File: src/rtl/s2p_deserializer.sv
// Serial-to-parallel shift register for the chat link receive path.
// Optional framing (bit counter, frame_valid/frame_data) enabled by defining S2P_FRAME_EN.
module s2p_deserializer #(
    parameter int unsigned WIDTH     = 8,
    parameter bit          MSB_FIRST = 1'b1
) (
    input  logic             srClock,
    input  logic             rst,
    input  logic             dataIn,
`ifdef S2P_FRAME_EN
    output logic             frame_valid,
    output logic [WIDTH-1:0] frame_data,
`endif
    output logic [WIDTH-1:0] data
);

    logic [WIDTH-1:0] data_q;
    logic [WIDTH-1:0] data_d;

    // Shift direction selects which end the new bit enters from
    always_comb begin
        data_d = data_q;
        if (MSB_FIRST) begin
            data_d = {data_q[WIDTH-2:0], dataIn};
        end else begin
            data_d = {dataIn, data_q[WIDTH-1:1]};
        end
    end

    always_ff @(posedge srClock) begin
        if (rst) begin
            data_q <= '0;
        end else begin
            data_q <= data_d;
        end
    end

    assign data = data_q;

`ifdef S2P_FRAME_EN
    localparam int unsigned CNT_W = $clog2(WIDTH);
    localparam logic [CNT_W-1:0] CNT_LAST = CNT_W'(WIDTH - 1);

    logic [CNT_W-1:0] cnt_q;
    logic [CNT_W-1:0] cnt_d;
    logic             wrap_c;
    logic             frame_valid_q;
    logic [WIDTH-1:0] frame_data_q;

    // Bit counter wraps after every WIDTH-th bit; that edge completes a frame
    always_comb begin
        wrap_c = (cnt_q == CNT_LAST);
        cnt_d  = wrap_c ? '0 : cnt_q + CNT_W'(1);
    end

    always_ff @(posedge srClock) begin
        if (rst) begin
            cnt_q         <= '0;
            frame_valid_q <= 1'b0;
            frame_data_q  <= '0;
        end else begin
            cnt_q         <= cnt_d;
            frame_valid_q <= wrap_c;
            if (wrap_c) begin
                frame_data_q <= data_d;
            end
        end
    end

    assign frame_valid = frame_valid_q;
    assign frame_data  = frame_data_q;
`endif

endmodule

File: config.mk
export PLATFORM = sky130hd
export DESIGN_NAME = s2p_deserializer
export DESIGN_NICKNAME = d
export VERILOG_FILES = /design/src/rtl/s2p_deserializer.sv
export SDC_FILE = /design/constraint.sdc
export NUM_CORES = 1
export LEC_CHECK = 0
export ABC_AREA = 1
export CORE_AREA = 5 5 42 44
export DETAILED_ROUTE_END_ITERATION = 16
export DIE_AREA = 0 0 47 49
export GPL_TIMING_DRIVEN = 0
export PLACE_DENSITY = 0.42
export SETUP_SLACK_MARGIN = 0.15
export SLEW_MARGIN = 20
export SYNTH_ARGS = -nofsm -noshare
export SYNTH_HDL_FRONTEND = slang
export SYNTH_SLANG_ARGS = --single-unit
File: constraint.sdc
create_clock -name srClock -period 0.8 [get_ports srClock]
set_input_delay 0.2 -clock srClock [delete_from_list [all_inputs] [get_ports srClock]]
set_output_delay 0.2 -clock srClock [all_outputs]
set_load 0.05 [all_outputs]
### Word-level counts from Yosys, hierarchy flattened

Index checks and enable logic that the tools add are counted.

* register bits after elaboration: 8
* bits of input ports: 3
* output and inout bits: 8

### Logic depth before layout (Yosys ltp)

Gate-level depths: netlist (run 1).

* word-level depth: 0
* gate-level depth with buffers: 2
* mapped depth without buffers: 2

### Worst setup path before layout (run 1)

OpenSTA, ideal clock, no wires.

* path type: register to register
* start: register data_q[0] (netlist: data[0])
* end: register data_q[1] (netlist: data[1])
* setup time: 0.065 ns
* arrival: 0.757 ns
* data required time: 0.735 ns
* setup slack: -0.022 ns
* stages on the path, launching flop included: 3
* path buffers: 0
* period minus slack after synthesis: 0.822 ns
* cells stage by stage: dfxtp_1 inv_1 nor2_1

RTL lines
* start, declared: line 17 `logic [WIDTH-1:0] data_q;`
* start signal, assigned: line 34 `data_q <= data_d;`

No word-level cell between the ends.

### Worst setup path after layout (run 1)

* start: register data_q[0] (netlist: data[0])
* end: output port data[0]

RTL lines
* end, declared: line 14 `output logic [WIDTH-1:0] data`

No word-level cell between the ends.

==> results of run 1 <==
-- per-stage QoR --
| step | worst slack [ns] | TNS [ns] |
|---|---|---|
| after floorplan | 0.187 | 0 |
| after global placement | -0.522 | -4.14 |
| after detailed placement | -0.533 | -4.16 |
| after CTS | -0.157 | -1.19 |
| after global routing | -0.172 | -1.32 |
| final | -0.140 | -1.06 |
-- cell usage in the layout, fill, tap and decap left out --
| master | count |
|---|---|
| inv_1 | 8 |
| nor2_1 | 8 |
| dfxtp_4 | 8 |
| buf_8 | 8 |
| clkbuf_4 | 3 |
| buf_6 | 1 |
| clkdlybuf4s50_1 | 1 |
-- cell families (layout without fill, tap and decap cells) --
kind of cell / Yosys count / in the layout / synth area share
AND/OR/NAND/NOR: 8 / 8 / 0.130
buffers and inverters: 9 / 21 / 0.178
flip-flops: 8 / 8 / 0.692
-- power by group through the flow --
stage	registers [mW]	logic (mW)	clock network, mW
5_1_grt	0.393	0.0789	0.346
2_1_floorplan	0.426	0.0149	0
4_1_cts	0.393	0.0753	0.323
6_report	0.393	0.0739	0.299
3_5_place_dp	0.398	0.0665	0
3_3_place_gp	0.398	0.0658	0
-- final cells by class --
class | count | area [sq um] | share of cell area
timing repair buffer | 9 | 130 | 0.300
tap | 16 | 20.0 | 0.0461
multi-input combinational | 8 | 30.0 | 0.0692
buffer | 1 | 11.3 | 0.0259
inverter | 8 | 30.0 | 0.0692
clock buffer | 3 | 22.5 | 0.0519
sequential | 8 | 190 | 0.438
-- timing repair --
item,in CTS,in global routing
endpoints found under the setup margin,8,8
setup buffers,0,0
gates resized for setup,64,0
-- per-layer routing --
metal | GRT usage | up-vias | share of wire
li1 | - | 93 | -
met1 | 0.0597 | 76 | 0.38
met2 | 0.0814 | 11 | 0.47
met3 | 0.0443 | 0 | 0.15
met4 | 0.0553 | 0 | 0
met5 | 0 | - | 0
-- path summary, 6_finish.rpt --
kind | endpoint | start | cells after the start | slack [ns]
hold reg to reg | data[4] | data[3] | 2 | 0.45
setup / recovery | data[0] | data[0] | 1 | -0.14
hold / removal | data[7] | rst | 2 | 0.13
setup reg to reg | data[1] | data[0] | 2 | 0.27
==> results.json, run 1 <==
{
  "grt_max_degree": 9,
  "p_leak_nw": 0.182,
  "tightestPinTransition_ns": 0.0777,
  "seqPwrFrac": 0.513,
  "critPathBufInv": 1,
  "crit_path_top_delay_cell": "dfxtp_4",
  "core_sq_um": 1400,
  "path_delay_family": "flip-flops",
  "cts_root_buf": "clkbuf_4",
  "cts_buffers": 3,
  "dieArea_sq_um": 2300,
  "antenna_found_initial": 0,
  "synth.area.top_cells": "dfxtp_1 (69%), inv_1 (13%), nor2_1 (13%)",
  "hp-class": "in -> reg",
  "syn_area_per_cell_sq_um": 9.26,
  "gp_congestion": 0.623,
  "drt_iter0_drc": 0,
  "avgViaCountPerCell": 3.40,
  "n_fill_cell": 157,
  "setup_viol": 8,
  "worstPathMaxFanout": 2,
  "cts_tree": "built",
  "ctsHoldBuffers": 0,
  "drc": 0,
  "grtUsageTotal": 0.0614,
  "grt_pass1_vias": 209,
  "worst-setup-path-type": "reg -> out",
  "nets": 42,
  "diodes": 0,
  "synth_common_cells": "dfxtp_1 (8), inv_1 (8), nor2_1 (8)",
  "fp.dieW_um": 47,
  "fmax_ghz": 1.06,
  "synth_top_cell_by_area": "dfxtp_1",
  "clk_path_buf_depth": 2,
  "final_util": 0.310,
  "clock_skew_ns": 0.00456,
  "start_util": 0.165,
  "p_int_mw": 0.590,
  "finalInstanceArea_sq_um": 434,
  "clk_latency_ns": 0.25,
  "max_cap_viol_count": 0,
  "rows": 14,
  "worstSetupEndpointType": "primary output",
  "synth_ff_type": "dfxtp_1",
  "synth_cell_types": 4,
  "cts.sinks": 8,
  "syn2layout_area_growth_pct": 87.6,
  "grt_pass1_wl_um": 917,
  "num_vias": 180,
  "io_pins": 11,
  "switchingPower_mw": 0.176,
  "drv_slew": 0,
  "fin_hold_ws_ns": 0.126,
  "final_hold_viol_count": 0,
  "io_buffers": 9,
  "fin_crit_sh": 1.17,
  "synth_top_area_share": 0.692,
  "post-route-min-period_ns": 0.940,
  "status": "finished with violations",
  "clockPowerShare": 0.391,
  "dp.final_hpwl_um": 378,
  "crit_arrival_ns": 0.74,
  "grt_overflow_total": 0,
  "die-height_um": 49,
  "required_ns": 0.60,
  "failed_checks": "negative setup slack",
  "dr.pass1.iters": 1,
  "p_sw_frac": 0.230,
  "vdd_drop_max_mv": 0.862,
  "rsz0062_at_grt": "yes",
  "power_mw": 0.766,
  "netlist_instances": 25,
  "dp.cells": 50,
  "cp-start-kind": "register",
  "synthesis.area_sq_um": 231,
  "ant_nets": 0,
  "max_slew_margin": 0.948,
  "dpl_cell_area_sq_um": 372,
  "drive_above_1_share": 0.541,
  "syn_nets": 28,
  "pwr-share-comb": 0.096,
  "largest_register_ff_count": 8,
  "yosysSeqAreaShare": 0.692,
  "wirelength_um": 489,
  "async_flop_share": 0,
  "ys_seq_elements": 8,
  "synth_edf_count": 0,
  "worstPathCellList": "buf_8",
  "clk_pin_slew_worst_paths_ns": 0.05,
  "htreeDepth": 1,
  "layout_setup_ws_ns": -0.140,
  "stdcell_count": 53,
  "yosysWarningCount": 0,
  "avgRoutedWirePerCell_um": 9.23,
  "p_per_area_nw_per_um2": 1760,
  "cpPeakStageDelay_ns": 0.35
}
Power figures use the tool's default switching activity.
==> run 2, diff against run 1 <==
--- a/config.mk
+++ b/config.mk
@@ -6,9 +6,9 @@
 export NUM_CORES = 1
 export LEC_CHECK = 0
 export ABC_AREA = 1
-export CORE_AREA = 5 5 42 44
+export CORE_AREA = 2 2 39 41
 export DETAILED_ROUTE_END_ITERATION = 16
-export DIE_AREA = 0 0 47 49
+export DIE_AREA = 0 0 41 43
 export GPL_TIMING_DRIVEN = 0
 export PLACE_DENSITY = 0.42
 export SETUP_SLACK_MARGIN = 0.15
==> run 2 against run 1 <==
The run still ends with negative setup slack left. Design area increased by 3.5%. Register-to-register slack got worse by 0.12 ns. Clock power is 2% lower. Largest cell class unchanged.
==> results.json, run 2 (synthesis gave the netlist of run 1 again) <==
{
  "ant_nets": 0,
  "dieArea_sq_um": 1760,
  "min_path_cells": 2,
  "dp.final_hpwl_um": 313,
  "io_buffers": 9,
  "setup_viol": 8,
  "drive_above_1_share": 0.615,
  "grt_pass1_wl_um": 690,
  "wirelength_um": 426,
  "avgViaCountPerCell": 3.38,
  "hp-class": "in -> reg",
  "r2r_cells": 3,
  "final_hold_viol_count": 0,
  "status": "finished with violations",
  "totalNegativeSetupSlack_ns": -1.03,
  "cp-start-kind": "register",
  "num_vias": 186,
  "dr.pass1.iters": 2,
  "drc": 0,
  "max_slew_margin": 0.950,
  "grt_use_met3": 0.0471,
  "crit_path_top_delay_cell": "dfxtp_4",
  "grt_use_met2": 0.0813,
  "final_cell_mix": "nor2_1 (8), dfxtp_4 (8), buf_8 (8)",
  "met1_usage": 0.0613,
  "path_delay_family": "flip-flops",
  "drv_slew": 0,
  "clock_skew_ns": 0.00584,
  "fp.dieW_um": 41,
  "htreeDepth": 1,
  "core_sq_um": 1380,
  "grt_overflow_total": 0,
  "io_pins": 11,
  "cpPeakStageDelay_ns": 0.34,
  "stdcell_count": 55,
  "dp.cells": 50,
  "start_util": 0.167,
  "cts_tree": "built",
  "cts.sinks": 8,
  "required_ns": 0.60,
  "fin_crit_sh": 1.17,
  "worstSetupEndpointType": "primary output",
  "grt-busiest-layer": "met2",
  "worst-setup-path-type": "reg -> out",
  "layout_setup_ws_ns": -0.133,
  "cts_buffers": 3,
  "clk_latency_ns": 0.25,
  "grtUsageTotal": 0.0633,
  "post-route-min-period_ns": 0.933,
  "grt_max_degree": 9,
  "antenna_found_initial": 0,
  "syn2layout_area_growth_pct": 94.1,
  "largest_register_ff_count": 8,
  "diodes": 0,
  "worstPathCellList": "buf_8",
  "p_per_area_nw_per_um2": 1690,
  "tightestPinTransition_ns": 0.0742,
  "failed_checks": "negative setup slack",
  "worstPathMaxFanout": 2,
  "vdd_drop_max_mv": 0.472,
  "nets": 44,
  "avgRoutedWirePerCell_um": 7.75,
  "critPathBufInv": 1,
  "drt_iter0_drc": 1,
  "clk_pin_slew_worst_paths_ns": 0.05,
  "fmax_ghz": 1.07,
  "clk_path_buf_depth": 2,
  "gp_congestion": 0.582,
  "crit_arrival_ns": 0.73,
  "rsz0062_at_grt": "yes",
  "grt_pass1_vias": 187,
  "cp_num_cells": 1,
  "rows": 14,
  "cts_root_buf": "clkbuf_4",
  "die-height_um": 43,
  "ctsHoldBuffers": 0,
  "p_leak_nw": 0.193,
  "max_cap_viol_count": 0
}
==> run 2: worst paths after layout <==
| check | endpoint | slack (ns) | startpoint |
|---|---|---|---|
| hold / removal | data[7] | 0.13 | rst |
| hold reg to reg | data[6] | 0.45 | data[5] |
| setup / recovery | data[1] | -0.13 | data[1] |
| setup reg to reg | data[3] | 0.15 | data[2] |
==> run 2: metal layers <==
layer  vias to the layer above  share of wire  routed length (um)
li1                         94              -                   -
met1                        81           0.39                 167
met2                        11           0.45                 190
met3                         0           0.16                  68
met4                         0              0                   0
met5                         -              0                   0
==> run 2: report_power, final <==
group	leakage [nW]	total (mW)	switching, mW	internal [mW]
sequential	0.0711	0.393	0.00703	0.386
clock	0.0138	0.292	0.121	0.171
combinational	0.108	0.0756	0.0410	0.0346
total	0.193	0.760	0.169	0.591
==> run 2: area by class of cell <==
type / count / area, sq um
flip-flops and latches: 8 / 190
well taps: 16 / 20.0
plain buffers: 1 / 11.3
repair buffers: 11 / 145
multi-input cells: 8 / 30.0
clock buffers: 3 / 22.5
inverters: 8 / 30.0
fillers: 150 / 935
==> run 2: metrics by stage <==
step | power (mW) | hold slack, ns | worst slack [ns] | area (sq um) | utilization
detailed placement | 0.464 | 0.388 | -0.518 | 372 | 0.269
CTS | 0.776 | 0.124 | -0.146 | 434 | 0.314
finish | 0.760 | 0.127 | -0.133 | 449 | 0.325
global route | 0.813 | 0.120 | -0.165 | 449 | 0.325
global placement | 0.463 | 0.383 | -0.516 | 372 | 0.269
floorplan | 0.441 | 0.297 | 0.187 | 262 | -
==> run 2: what timing repair did <==
item / in CTS / in global routing
gates resized for setup: 64 / 2
gates cloned: 0 / 0
endpoints found under the setup margin: 8 / 8
buffers inserted: 0 / 2
==> patch: new RTL, flow settings as in run 1 <==
Change the parameter `WIDTH` from 8 to 6.
--- a/src/rtl/s2p_deserializer.sv
+++ b/src/rtl/s2p_deserializer.sv
@@ -1,7 +1,7 @@
 // Serial-to-parallel shift register for the chat link receive path.
 // Optional framing (bit counter, frame_valid/frame_data) enabled by defining S2P_FRAME_EN.
 module s2p_deserializer #(
-    parameter int unsigned WIDTH     = 8,
+    parameter int unsigned WIDTH     = 6,
     parameter bit          MSB_FIRST = 1'b1
 ) (
     input  logic             srClock,
Ports: changed (resized data); port bits go from 11 to 9. No check against the original RTL was run, so the function may have changed too.
==> patch against run 1 <==
The flow still finishes with violations (setup timing). Synthesized area shrank 29%. Design area fell by 22%. Sequential cell count fell by 2. Routed wire length down 19%. Die area did not move. Maximum frequency is 0.64% higher. Sequential share of layout area decreased by 1.7 points. Power shrank 14%. First-iteration DRC count grew 2. Setup slack better by 0.0060 ns. Clock power fell by 3%. Largest cell class unchanged.
==> patch: results (changes against run 1) <==
Outcome - finished with violations
Failing checks - setup timing
Seq/Total Area, Yosys - 72.7% (+3.5 points)
Routability cong. - 0.710 (+14%)
Global-route wire length before repair - 690 um (-25%)
Drt first-iter violations - 2 (+2)
Hpwl dp - 276 um (-27%)
Post-CTS setup buffers - 0 (unchanged)
Worst VDD drop - 645 uV (-25%)
YS warnings - 0 (unchanged)
Max FFs per register - 6 (-2)
Total CTS buffers - 3 (unchanged)
Slew headroom - 87.2% (-7.6 points)
Leakage dissipation - 0.000144 uW (-21%)
Final Net Count - 34 (-19%)
Net Count, Synth - 21 (-25%)
Vias in the first global route - 161 (-23%)
CP delay by family, top - flip-flops
Synth unique cells - 3 (-1)
Filler cell count - 162 (+3.2%)
CP max FO - 2 (unchanged)
IO Port Bufs - 8 (-1)
Fraction of layout cells with a size suffix above 1 - 51.7% (-2.3 points)
Via count - 144 (-20%)
Antenna cells - 0 (unchanged)
Top cells by count, synth - dfxtp_1, inv_1, nor2_1
DR pass1 iterations - 2 (+1)
DRC errors left - 0 (unchanged)
Setup violators final - 6 (-2)
Top cells by area, synth - dfxtp_1, inv_1, nor2_1
Fin Clk Skew - 0.00278 ns (-0.00177 ns)
Synth Flop Type - dfxtp_1
DR WL/cell - 8.76 um (-5.1%)
Fin worst setup slack - -0.134 ns (+0.00597 ns)
Largest net degree at the start of global routing - 7 (-2)
Gr usage total - 4.73% (-1.4 points)
Worst endpoint data arrival time - 0.73 ns
CP peak stage delay - 0.35 ns (about the same)
Fin Setup TNS - -0.785 ns (+0.275 ns)
Critical path's slowest cell - dfxtp_4
==> patch: changes by cell type after synthesis, sizes merged <==
cell | run 1 | this run
dfxtp | 8 | 6
buf | 1 | 0
nor2 | 8 | 6
inv | 8 | 6
==> patch: power by group <==
part / switching [uW] / total [uW] / leakage (uW) / internal, uW
clock: 119 / 289 / 0.0000138 / 170
sequential: 6.95 / 300 / 0.0000533 / 293
combinational: 38.3 / 67.8 / 0.0000769 / 29.6
total: 164 / 657 / 0.000144 / 493
==> patch: repair_timing <==
action | in CTS | in global routing
gates cloned | 0 | 0
setup endpoints to repair | 12 | 6
gates resized for setup | 49 | 0
==> patch: per-stage QoR <==
step / setup slack [ns] / instances / cell area, sq um
global placement: -0.517 / 42 / 288
finish: -0.134 / 45 / 339
detailed placement: -0.532 / 42 / 288
global route: -0.164 / 45 / 339
CTS: -0.151 / 45 / 339
floorplan: 0.187 / 18 / 188
==> patch: path summary, 6_finish.rpt <==
kind | start | end | cells after the start | slack [ns]
worst max-delay path | data[0]$_SDFF_PP0_ | data[0] | 1 | -0.13
worst min-delay path | rst | data[4]$_SDFF_PP0_ | 2 | 0.35
worst max register to register | data[2]$_SDFF_PP0_ | data[3]$_SDFF_PP0_ | 2 | 0.27
worst min register to register | data[3]$_SDFF_PP0_ | data[4]$_SDFF_PP0_ | 2 | 0.44
==> patch: logic make-up after synthesis <==
| logic type | count (synthesis) | share of synthesized area [%] |
|---|---|---|
| DFF | 6 | 72.7 |
| buffers and inverters | 6 | 13.6 |
| and+or+nand+nor | 6 | 13.6 |
==> patch: area by class of cell <==
type | instances | share of cell area, %
Multi-Input combinational cell | 6 | 6.64
Clock buffer | 3 | 6.64
Inverter | 6 | 6.64
Sequential cell | 6 | 42.1
Timing Repair Buffer | 8 | 32.1
Tap cell | 16 | 5.90
==> patch: per-layer routing <==
layer	GRT usage, %	wire [um]	vias to the layer above	part of all wire (%)
met5	0	0	-	0
met4	2.76	0	0	0
met1	3.99	146	62	37
met2	6.33	170	11	43
li1	-	-	71	-
met3	5.54	77	0	20
